**src/rtl/fetch_pkg.sv**
```systemverilog
// Shared fetch-queue definitions: default widths, reset PC and the queue entry layout.
package fetch_pkg;

    localparam int DEFAULT_XLEN = 32;
    localparam int INSTR_W      = 32;
    localparam logic [DEFAULT_XLEN-1:0] DEFAULT_RESET_PC = 32'h0000_0000;

    typedef struct packed {
        logic [DEFAULT_XLEN-1:0] pc;
        logic [INSTR_W-1:0]      instr;
    } fetch_entry_t;

endpackage

```
**src/rtl/sync_fifo.sv**
```systemverilog
// Single-clock FIFO with synchronous reset and flush; head entry is shown combinationally.
module sync_fifo #(
    parameter int WIDTH = 8,
    parameter int DEPTH = 4
) (
    input  logic                         clk,
    input  logic                         rst,
    input  logic                         flush,
    input  logic                         push,
    input  logic [WIDTH-1:0]             push_data,
    input  logic                         pop,
    output logic [WIDTH-1:0]             head_data,
    output logic [$clog2(DEPTH+1)-1:0]   count
);

    localparam int PTR_W = $clog2(DEPTH);
    localparam int CNT_W = $clog2(DEPTH+1);

    logic [WIDTH-1:0] mem_q [DEPTH];
    logic [WIDTH-1:0] mem_d [DEPTH];
    logic [PTR_W-1:0] wr_ptr_q, wr_ptr_d;
    logic [PTR_W-1:0] rd_ptr_q, rd_ptr_d;
    logic [CNT_W-1:0] count_q, count_d;
    logic             do_push;
    logic             do_pop;

    // Guards make the FIFO safe even if a caller ignores its occupancy.
    assign do_pop  = pop && (count_q != '0);
    assign do_push = push && ((count_q != CNT_W'(DEPTH)) || do_pop);

    always_comb begin
        mem_d    = mem_q;
        wr_ptr_d = wr_ptr_q;
        rd_ptr_d = rd_ptr_q;
        count_d  = count_q;
        if (flush) begin
            wr_ptr_d = '0;
            rd_ptr_d = '0;
            count_d  = '0;
        end else begin
            if (do_push) begin
                mem_d[wr_ptr_q] = push_data;
                wr_ptr_d        = wr_ptr_q + PTR_W'(1);
            end
            if (do_pop) begin
                rd_ptr_d = rd_ptr_q + PTR_W'(1);
            end
            case ({do_push, do_pop})
                2'b10:   count_d = count_q + CNT_W'(1);
                2'b01:   count_d = count_q - CNT_W'(1);
                default: count_d = count_q;
            endcase
        end
    end

    always_ff @(posedge clk) begin
        if (rst) begin
            wr_ptr_q <= '0;
            rd_ptr_q <= '0;
            count_q  <= '0;
        end else begin
            wr_ptr_q <= wr_ptr_d;
            rd_ptr_q <= rd_ptr_d;
            count_q  <= count_d;
        end
    end

    always_ff @(posedge clk) begin
        mem_q <= mem_d;
    end

    assign head_data = mem_q[rd_ptr_q];
    assign count     = count_q;

endmodule

```
**src/rtl/fetch_queue.sv**
```systemverilog
// Instruction fetch front end: credit-gated imem requests, one-deep response tracking,
// and a FIFO of {pc, instr} entries handed to decode; EX redirects flush everything.
module fetch_queue
    import fetch_pkg::*;
#(
    parameter int              XLEN     = DEFAULT_XLEN,
    parameter int              DEPTH    = 4,
    parameter logic [XLEN-1:0] RESET_PC = XLEN'(DEFAULT_RESET_PC)
) (
    input  logic                         i_clk,
    input  logic                         i_rst,
    input  logic                         i_pc_src_EX,
    input  logic [XLEN-1:0]              i_pc_target_EX,
    output logic                         o_imem_req,
    output logic [XLEN-1:0]              o_imem_addr,
    input  logic [INSTR_W-1:0]           i_imem_rdata,
    output logic                         o_valid_F,
    input  logic                         i_ready_D,
    output logic [XLEN-1:0]              o_pc_F,
    output logic [XLEN-1:0]              o_pc_plus4_F,
    output logic [INSTR_W-1:0]           o_instr_F,
    output logic [$clog2(DEPTH+1)-1:0]   o_count
);

    localparam int ENTRY_W = XLEN + INSTR_W;
    localparam int CNT_W   = $clog2(DEPTH+1);

    logic [XLEN-1:0]    fetch_pc_q, fetch_pc_d;
    logic               inflight_q, inflight_d;
    logic [XLEN-1:0]    inflight_pc_q, inflight_pc_d;

    logic               req;
    logic               push;
    logic               pop;
    logic [ENTRY_W-1:0] head_data;
    logic [CNT_W-1:0]   fifo_count;

    // An outstanding response already owns a slot, so it counts against the credit.
    assign req  = !i_rst && !i_pc_src_EX
                  && ((int'(fifo_count) + int'(inflight_q)) < DEPTH);
    assign push = inflight_q && !i_pc_src_EX;
    assign pop  = (fifo_count != '0) && i_ready_D && !i_pc_src_EX;

    always_comb begin
        fetch_pc_d    = fetch_pc_q;
        inflight_d    = req;
        inflight_pc_d = inflight_pc_q;
        if (i_pc_src_EX) begin
            fetch_pc_d = {i_pc_target_EX[XLEN-1:2], 2'b00};
        end else if (req) begin
            fetch_pc_d    = fetch_pc_q + XLEN'(4);
            inflight_pc_d = fetch_pc_q;
        end
    end

    always_ff @(posedge i_clk) begin
        if (i_rst) begin
            fetch_pc_q    <= RESET_PC;
            inflight_q    <= 1'b0;
            inflight_pc_q <= '0;
        end else begin
            fetch_pc_q    <= fetch_pc_d;
            inflight_q    <= inflight_d;
            inflight_pc_q <= inflight_pc_d;
        end
    end

    sync_fifo #(
        .WIDTH (ENTRY_W),
        .DEPTH (DEPTH)
    ) u_fifo (
        .clk       (i_clk),
        .rst       (i_rst),
        .flush     (i_pc_src_EX),
        .push      (push),
        .push_data ({inflight_pc_q, i_imem_rdata}),
        .pop       (pop),
        .head_data (head_data),
        .count     (fifo_count)
    );

    assign o_imem_req   = req;
    assign o_imem_addr  = fetch_pc_q;
    assign o_valid_F    = !i_rst && (fifo_count != '0);
    assign o_count      = i_rst ? '0 : fifo_count;
    assign o_pc_F       = head_data[ENTRY_W-1:INSTR_W];
    assign o_instr_F    = head_data[INSTR_W-1:0];
    assign o_pc_plus4_F = o_pc_F + XLEN'(4);

endmodule
```
**config.mk**
```make
export PLATFORM = sky130hd
export DESIGN_NAME = fetch_queue
export DESIGN_NICKNAME = d
export VERILOG_FILES = /design/src/rtl/fetch_pkg.sv /design/src/rtl/sync_fifo.sv /design/src/rtl/fetch_queue.sv
export SDC_FILE = /design/constraint.sdc
export NUM_CORES = 1
export LEC_CHECK = 0
export CORE_MARGIN = 2
export CORE_UTILIZATION = 25
export DETAILED_ROUTE_END_ITERATION = 12
export RECOVER_POWER = 100
export SLEW_MARGIN = 10
export SYNTH_ARGS = -nofsm -noshare
export SYNTH_HDL_FRONTEND = slang
export SYNTH_SLANG_ARGS = --single-unit
```
**constraint.sdc**
```tcl
create_clock -name i_clk -period 9.8 [get_ports i_clk]
set_clock_uncertainty 0.15 [all_clocks]
set_input_delay 1.96 -clock i_clk [delete_from_list [all_inputs] [get_ports i_clk]]
set_output_delay 1.96 -clock i_clk [all_outputs]
set_load 0.02 [all_outputs]
```
==> summary.txt, run 1 <==
Status = complete, but fails checks
Failing checks = capacitance limit, slew limit
GRT Overall Usage = 0.1171
Power Density = 181.3 nW/um^2
Layout area overhead = 29.63%
DR DRC count = 0
Critical path class = input port to primary output
Final setup viols = 0
F_max = 129.1 MHz
IO buf count = 192
DP Wirelength = 19640 um
Data required time of the worst path = 7.69 ns
Worst Hold Launch = inflight_pc_q[12]
Mapped cell area = 12860 sq um
Hold_buf cts = 0
Final GP Congestion = 0.7606
Max stage delay on crit path = 1.02 ns
Synthesized area per cell = 15.59 sq um
Rel. slew slack = -1.389
Vias in the first global route = 7682
RR Startpoint = u_fifo.count[0]
Top_reg_cell synth = edfxtp_1
Initial drt markers = 559
Worst-Margin Slew = 3.583 ns
Peak supply drop = 0.09118 mV
Synthesis Warnings = 0
Global route total overflow = 0
Chip Height = 230.8 um
Layout cells sized above 1 = 0.1182
Sw Share = 0.2077
Async set-reset flop share out of synthesis = 0
Core box area = 51090 sq um
Critical Path Most Common Cell = dlygate4sd3_1
Clock Sink Count = 316
Ports = 201
Die area = 53270 sq um
First-pass GRT wire length = 46960 um
# rows = 83
WL final = 31380 um
Largest net degree at the start of global routing = 67
Max-cap viol count = 4
Setup_tns = 0 ns
Clock latency on the worst-skew pair = 0.54 ns
Int Power = 2394 uW
CP arrival = 5.64 ns
Clock slew at reported path FFs = 0.06 ns
Worst setup SP type = input port
Vias per cell = 4.485
Final ANT Viol Nets = 0
# diodes = 0
Cells after Synth = 825
Fin crit share = 0.7904
Starting Density = 0.2517
Via count = 7755
Fin Hold WS = 0.3465 ns
Class of the worst hold path = flip-flop to flip-flop
Clk pwr share = 0.464
Initial antenna violation count = 0
Comb pwr share = 0.046
Final Max Slew Viols = 234
Unrepaired setup endpoints after global routing = no
Maximum clock path buffer count = 3
CTS buffer count = 37
Htree depth = 2
Fin util = 0.3263
Final min period = 7.746 ns
Final Hold Viols = 0
Sequential power share = 0.490
LEAKAGE = 0.005518 uW
Critical-path top delay cell = clkbuf_1
Resized Gates After CTS = 0
Yosys reg bits = 316
Crit path cell chain = dlygate4sd3_1 -> clkbuf_1 -> or2_0 -> nand2b_1 -> inv_1 -> dlygate4sd3_1
First-pass DRT Iterations = 5
Synth unique cells = 55
Setup bufs post-CTS = 0
EDFF count, synth = 248
Net switching power = 627.6 uW
DIE WIDTH = 230.8 um
WL/cell = 18.15 um
CP Launch Point = i_pc_src_EX
Net count, final = 1096
TritonCTS clock tree = done
Setup crit end kind = primary output
CP max FO = 35
Clk root buf = clkbuf_16
Sequential area share after synthesis = 0.6850
power by group through the flow:
stage	combinational, uW	clock, uW	sequential, uW
detailed placement	149	0	1510
floorplan	64.1	0	1510
global route	151	1500	1480
finish	139	1400	1480
CTS	150	1450	1480
global placement	147	0	1510
layer usage:
metal	up-vias	global-route usage	wire length [um]
met5	-	0	0
met4	0	0.02944	567
met3	39	0.02989	1990
met2	252	0.1744	13780
met1	3890	0.1694	15040
li1	3574	-	-
cell type report:
type,count,area [sq um]
fillers,5063,34420
flip-flops and latches,316,8816
multi-input cells,448,3734
repair buffers,199,1956
clock buffers,52,1039
well taps,680,850.8
clock inverters,16,207.7
inverters,18,67.56
kinds of logic (layout without fill, tap and decap cells):
kind of cell,count (synthesis),count (layout),share of synthesized area
flip-flops,316,316,0.6850
AND/OR/NAND/NOR,235,235,0.09224
AO/OA/AOI/OAI,85,85,0.03824
multiplexers,72,72,0.1210
buffers and inverters,66,285,0.02627
XOR/XNOR,42,42,0.02860
adder cells (fa/ha/maj),8,8,0.008367
other,1,6,0.0002916
flip-flops by register name, indices dropped and copies added (netlist names):
register and count:
inflight_pc_q 30, inflight_q 1, o_imem_addr 30, u_fifo.count 3, u_fifo.mem_q 248, u_fifo.rd_ptr_q 2, u_fifo.wr_ptr_q 2
metrics by stage:
step,worst slack (ns),instances,instance area (sq um),power [uW]
final,2.054,1729,16670,3022
after floorplan,4.426,830,12880,1574
after detailed placement,3.239,1661,15450,1658
after global placement,3.254,1661,15450,1655
after CTS,2.863,1729,16690,3081
after global routing,1.761,1729,16670,3133
path summary, 6_finish.rpt:
path,slack (ns),cells after the start,to
worst min register to register,0.35,2,inflight_pc_q[12]
worst max-delay path,2.05,6,o_imem_req
worst min-delay path,0.35,2,inflight_pc_q[12]
worst max register to register,5.57,3,u_fifo.mem_q[6]
synth_stat cells, types with 2 or more instances:
cell / number / share of area
edfxtp_1: 248 / 0.58
nand2_1: 96 / 0.028
dfxtp_1: 68 / 0.11
a21oi_1: 57 / 0.022
mux4_2: 48 / 0.084
nor2_1: 29 / 0.0085
clkbuf_1: 27 / 0.0079
xnor2_1: 23 / 0.016
nand3_1: 21 / 0.0082
xor2_1: 19 / 0.013
inv_1: 17 / 0.0050
nor3_1: 17 / 0.0066
mux4_1: 14 / 0.029
nand4_1: 14 / 0.0068
or3_1: 11 / 0.0054
and4_1: 10 / 0.0068
buf_4: 9 / 0.0053
nor4_1: 9 / 0.0044
buf_2: 7 / 0.0027
ha_1: 7 / 0.0068
mux2_2: 6 / 0.0053
o21ai_0: 6 / 0.0023
and2_1: 5 / 0.0024
and3_1: 5 / 0.0024
a31oi_1: 4 / 0.0019
mux2i_1: 4 / 0.0031
a211oi_1: 3 / 0.0018
a22oi_1: 3 / 0.0018
a311oi_1: 3 / 0.0020
o211ai_1: 3 / 0.0018
a2bb2oi_1: 2 / 0.0014
buf_12: 2 / 0.0031
buf_6: 2 / 0.0018
nand2b_1: 2 / 0.00097
nor2b_1: 2 / 0.00097
nor3b_1: 2 / 0.0012
nor4_2: 2 / 0.0019
placed cells by master, fill, tap and decap left out, types with 10 or more instances in the layout:
| cell | count |
|---|---|
| edfxtp_1 | 248 |
| xnor2_1 | 23 |
| inv_1 | 18 |
| mux4_2 | 48 |
| nor3_1 | 17 |
| a21oi_1 | 57 |
| dfxtp_1 | 66 |
| nand3_1 | 21 |
| nand2_1 | 96 |
| clkbuf_16 | 39 |
| and4_1 | 10 |
| nand4_1 | 14 |
| or3_1 | 11 |
| dlygate4sd3_1 | 156 |
| mux4_1 | 14 |
| xor2_1 | 19 |
| clkbuf_1 | 14 |
| clkdlybuf4s50_1 | 35 |
| nor2_1 | 29 |
worst max-delay path: cells and delay by family:
kind,cells,cell delay (ns)
AND/OR/NAND/NOR,2,0.85
buffers and inverters,4,2.81
Power figures use the tool's default switching activity.
==> inputs of run 2 (changes only) <==
clock period = 7.5 ns   (was 9.8 ns; I/O delays follow)
==> run 2 against run 1 <==
The run still ends with capacitance limit, slew limit left. Critical path depth fell by 2. First-iteration DRC count is 18% lower. Die area unchanged. Cell area fell by 0.10%. Worst hold slack better by 0.0050 ns. Routed wire length fell by 1.5%. Global-route usage down 0.15 points. Worst setup slack got worse by 0.96 ns. Sequential cell count did not move. Cell count hardly changed. Register-to-register slack worse by 1.4 ns. Critical endpoint is now o_valid_F. Largest cell class unchanged.
==> summary.txt, run 2 (same netlist as run 1, synthesis figures left out) <==
Status = complete, but fails checks
Failing checks = capacitance limit, slew limit
Commonest non-fill, non-tap cells in the layout = edfxtp_1 (248), dlygate4sd3_1 (154), nand2_1 (96), dfxtp_1 (66), a21oi_1 (57)
Reg area = 8816 sq um
Final setup viols = 0
Reg with most FFs = u_fifo.mem_q
WL/cell = 17.88 um
Worst path buffer plus inverter count = 3
Comb pwr share = 0.046
Clock latency on the worst-skew pair = 0.54 ns
Global route total overflow = 0
Net count, final = 1094
Unrepaired setup endpoints after global routing = no
IO buf count = 192
Critical path class = input port to primary output
Initial antenna violation count = 0
Fin crit share = 0.8545
WL final = 30900 um
Via count = 7657
# rows = 83
Fill cells = 5037
Peak supply drop = 0.1545 mV
First-pass DRT Iterations = 4
Clock Sink Count = 316
Final min period = 6.409 ns
Maximum clock path buffer count = 3
GR Util met1 = 0.1612
Htree depth = 2
CP max FO = 65
Sw Share = 0.2100
Area post-placement = 15430 sq um
Core box area = 51090 sq um
Int Power = 3104 uW
Final Hold Viols = 0
Data required time of the worst path = 5.85 ns
GR Util met2 = 0.1811
Worst setup SP type = input port
Final Max Slew Viols = 363
Max stage delay on crit path = 2.05 ns
Max FFs per register = 248
DR DRC count = 0
Fin area = 16650 sq um
Fin Hold WS = 0.3516 ns
GR peak layer = met2
First-pass GRT wire length = 46560 um
Setup bufs post-CTS = 0
Clock slew at reported path FFs = 0.05 ns
Resized Gates After CTS = 0
F_max = 156.0 MHz
Hold_buf cts = 0
Starting Density = 0.2517
Max-cap viol count = 6
Final ANT Viol Nets = 0
Rel. slew slack = -0.9448
Clk root buf = clkbuf_16
Ports = 201
CP arrival = 4.76 ns
DP Wirelength = 19700 um
CTS buffer count = 37
Critical-path top delay cell = clkbuf_1
Multi-input logic area = 3716 sq um
Largest net degree at the start of global routing = 66
Setup crit end kind = primary output
Die area = 53270 sq um
Vias in the first global route = 7703
Family with the most delay on the worst path = buffers and inverters
Clk pwr share = 0.461
Layout cells sized above 1 = 0.1232
Crit path cell chain = buf_2 -> clkbuf_1 -> nor2_1 -> dlygate4sd3_1
Class of the worst hold path = flip-flop to flip-flop
Net switching power = 825.3 uW
Setup_tns = 0 ns
Final GP Congestion = 0.7653
LEAKAGE = 0.005498 uW
Worst-Margin Slew = 2.917 ns
Vias per cell = 4.431
Initial drt markers = 460
DIE WIDTH = 230.8 um
Layout area overhead = 29.49%
TritonCTS clock tree = done
Met3 Use GR = 0.02248
GRT Overall Usage = 0.1157
Sequential power share = 0.492
Chip Height = 230.8 um
Power Density = 236.0 nW/um^2
Leading cell type in the layout, fill and taps excluded = edfxtp_1
-- run 2: cell count changes in the layout (fill, tap and decap cells not counted), sizes merged --
cell | previous run | this run
diode | 0 | 1
clkinv | 9 | 10
inv | 20 | 21
clkinvlp | 0 | 3
clkdlybuf4s50 | 35 | 37
bufinv | 5 | 3
buf | 4 | 2
dlygate4sd3 | 156 | 154
clkbuf | 56 | 53
-- run 2: layout make-up --
cell class / count / area share
multi-input combinational: 448 / 0.2232
inverter: 18 / 0.004057
timing repair buffer: 197 / 0.1165
antenna: 1 / 0.0001503
clock buffer: 49 / 0.06454
sequential: 316 / 0.5294
tap: 680 / 0.05109
clock inverter: 19 / 0.01112
-- run 2: layer usage --
metal,vias to the layer above,wire (um)
li1,3562,-
met1,3823,14830
met2,229,13920
met3,43,1515
met4,0,638
met5,-,0
-- run 2: worst paths after layout --
| path | from | end | slack [ns] | depth (start not counted) |
|---|---|---|---|---|
| max | i_rst | o_valid_F | 1.09 | 4 |
| min | inflight_pc_q[8] | inflight_pc_q[8] | 0.35 | 2 |
| max reg2reg | u_fifo.count[0] | o_imem_addr[22] | 4.22 | 6 |
| min reg2reg | inflight_pc_q[8] | inflight_pc_q[8] | 0.35 | 2 |
-- run 2: per-stage QoR --
| step | power, uW | setup WS, ns | utilization | std cells |
|---|---|---|---|---|
| 2_1_floorplan | 2056 | 3.046 | - | 830 |
| 3_3_place_gp | 2163 | 2.116 | 0.3020 | 1659 |
| 3_5_place_dp | 2166 | 2.092 | 0.3020 | 1659 |
| 4_1_cts | 3998 | 1.577 | 0.3267 | 1727 |
| 5_1_grt | 4069 | 0.8373 | 0.3259 | 1727 |
| 6_report | 3930 | 1.091 | 0.3259 | 1728 |
-- run 2: power by group through the flow --
stage                     sequential (uW)  combinational, uW  clock, uW
after CTS                            1930                196       1870
after global routing                 1940                196       1940
final                                1930                181       1810
after detailed placement             1970                195          0
after floorplan                      1970               83.8          0
after global placement               1970                193          0
-- run 2: worst min-delay path, cell delays in order, from the launching register on --
cell,delay (ns)
dfxtp_1,0.33
nand2_1,0.07
a21oi_1,0.05
==> inputs of run 3 (changes only) <==
CAP_MARGIN = 25   (was not set)
clock period = 6.2 ns   (was 7.5 ns; I/O delays follow)
==> run 3 against run 2 <==
The flow still finishes with violations (capacitance limit, slew limit). Routed wire length is 1.8% higher. Register-to-register slack worse by 1.9 ns. Critical path type unchanged. Global-route usage is 0.14 points higher. Clock power is 13% higher. Sequential power is 21% higher. Cell count is 0.52% higher. Largest cell class unchanged. Total power is 17% higher. Non-clock buffer count is 9 higher. Critical endpoint is now o_imem_req. Sequential cell count stayed put. Critical path depth is 1 higher. Cell area is 0.29% lower. Combinational power is 22% higher. Highest routed layer unchanged.
==> summary.txt, run 3 (same netlist as run 1, synthesis figures left out) <==
LEAKAGE = 0.005490 uW
Class of the worst hold path = flip-flop to flip-flop
Reg with most FFs = u_fifo.mem_q
WL/cell = 18.10 um
Fin area = 16600 sq um
Worst setup SP type = input port
Final GP Congestion = 0.7688
Met3 Use GR = 0.02890
Starting Density = 0.2517
Final setup viols = 0
TritonCTS clock tree = done
Core box area = 51090 sq um
Critical Path Most Common Cell = dlygate4sd3_1
Power Density = 277.4 nW/um^2
First-pass DRT Iterations = 7
Vias per cell = 4.435
Initial drt markers = 518
Failing checks = capacitance limit, slew limit
Final Max Slew Viols = 142
GR Util met2 = 0.1745
DIE WIDTH = 230.8 um
Final Hold Viols = 0
DP Wirelength = 20680 um
Hold_buf cts = 0
Chip Height = 230.8 um
Htree depth = 2
Global route total overflow = 0
Die area = 53270 sq um
Max stage delay on crit path = 0.79 ns
Resized Gates After CTS = 0
Initial antenna violation count = 0
Clock slew at reported path FFs = 0.05 ns
Setup_tns = 0 ns
Commonest non-fill, non-tap cells in the layout = edfxtp_1 (248), dlygate4sd3_1 (153), nand2_1 (96), dfxtp_1 (66), a21oi_1 (57)
Critical-path top delay cell = dlygate4sd3_1
GRT Overall Usage = 0.1171
Clock Sink Count = 316
# rows = 83
F_max = 180.2 MHz
Vias in the first global route = 7715
Max FFs per register = 248
GR Util met1 = 0.1653
Data required time of the worst path = 4.81 ns
Critical path class = input port to primary output
Layout cells sized above 1 = 0.1206
Clock latency on the worst-skew pair = 0.54 ns
Rel. slew slack = -0.2595
DR DRC count = 0
Final min period = 5.550 ns
IO buf count = 192
Final ANT Viol Nets = 0
Area post-placement = 15490 sq um
Leading cell type in the layout, fill and taps excluded = edfxtp_1
Setup bufs post-CTS = 0
GR peak layer = met2
CTS buffer count = 36
First-pass GRT wire length = 47270 um
Ports = 201
Fill cells = 5043
Maximum clock path buffer count = 3
Net count, final = 1102
CP arrival = 4.16 ns
Via count = 7704
Layout area overhead = 29.11%
Unrepaired setup endpoints after global routing = no
Crit path cell chain = dlygate4sd3_1 -> or2_0 -> nand2b_1 -> inv_1 -> dlygate4sd3_1
CP max FO = 35
Peak supply drop = 0.1509 mV
Clk root buf = clkbuf_16
Status = complete, but fails checks
Largest net degree at the start of global routing = 66
Setup crit end kind = primary output
Max-cap viol count = 4
R2R setup slack = 2.28 ns
Fin crit share = 0.8952
Worst-Margin Slew = 1.889 ns
WL final = 31440 um
==> run 3: cell types whose count changed in the layout (fill, tap and decap cells not counted), moves of 3 or more <==
cell | before | now
diode_2 | 1 | 4
and2_2 | 4 | 0
clkbuf_2 | 0 | 7
bufinv_16 | 3 | 0
clkinvlp_4 | 3 | 0
and2_0 | 0 | 4
clkbuf_1 | 9 | 13
==> run 3: per-stage QoR <==
stage / util / worst slack, ns / hold WS, ns / std cells / power [uW]
detailed placement: 0.3032 / 1.296 / 0.3577 / 1667 / 2622
global placement: 0.3032 / 1.319 / 0.3461 / 1667 / 2618
finish: 0.3250 / 0.6498 / 0.3568 / 1737 / 4606
CTS: 0.3259 / 0.7035 / 0.3663 / 1732 / 4689
global route: 0.3248 / 0.3535 / 0.3955 / 1733 / 4784
floorplan: - / 2.266 / 0.3100 / 830 / 2488
==> run 3: metal layers <==
layer / vias up / share of wire
li1: 3586 / -
met5: - / 0
met2: 256 / 0.44
met3: 31 / 0.066
met4: 0 / 0.018
met1: 3831 / 0.48
==> run 3: where the power goes <==
group	total (uW)	internal, uW	switching (uW)
clock network	2050	1220	829
registers	2340	2310	33.7
logic	221	98.2	122
==> run 3: layout make-up <==
type | count | area, sq um | share of cell area
antenna | 4 | 10.01 | 0.0006029
clock buffer | 53 | 1081 | 0.06511
clock inverter | 12 | 80.08 | 0.004823
inverter | 18 | 67.56 | 0.004069
multi-input combinational | 448 | 3711 | 0.2235
sequential | 316 | 8816 | 0.5310
tap | 680 | 850.8 | 0.05124
timing repair buffer | 206 | 1987 | 0.1197
==> run 3: critical path, delay by kind of cell <==
| family | cells | cell delay [ns] |
|---|---|---|
| buffers and inverters | 3 | 2.11 |
| and+or+nand+nor | 2 | 0.79 |
==> run 3: final timing paths <==
kind,end,cells after the start,startpoint
worst max-delay path,o_imem_req,5,i_pc_src_EX
worst min-delay path,inflight_pc_q[13],2,inflight_pc_q[13]
worst max register to register,u_fifo.mem_q[181],4,u_fifo.count[0]
worst min register to register,inflight_pc_q[13],2,inflight_pc_q[13]
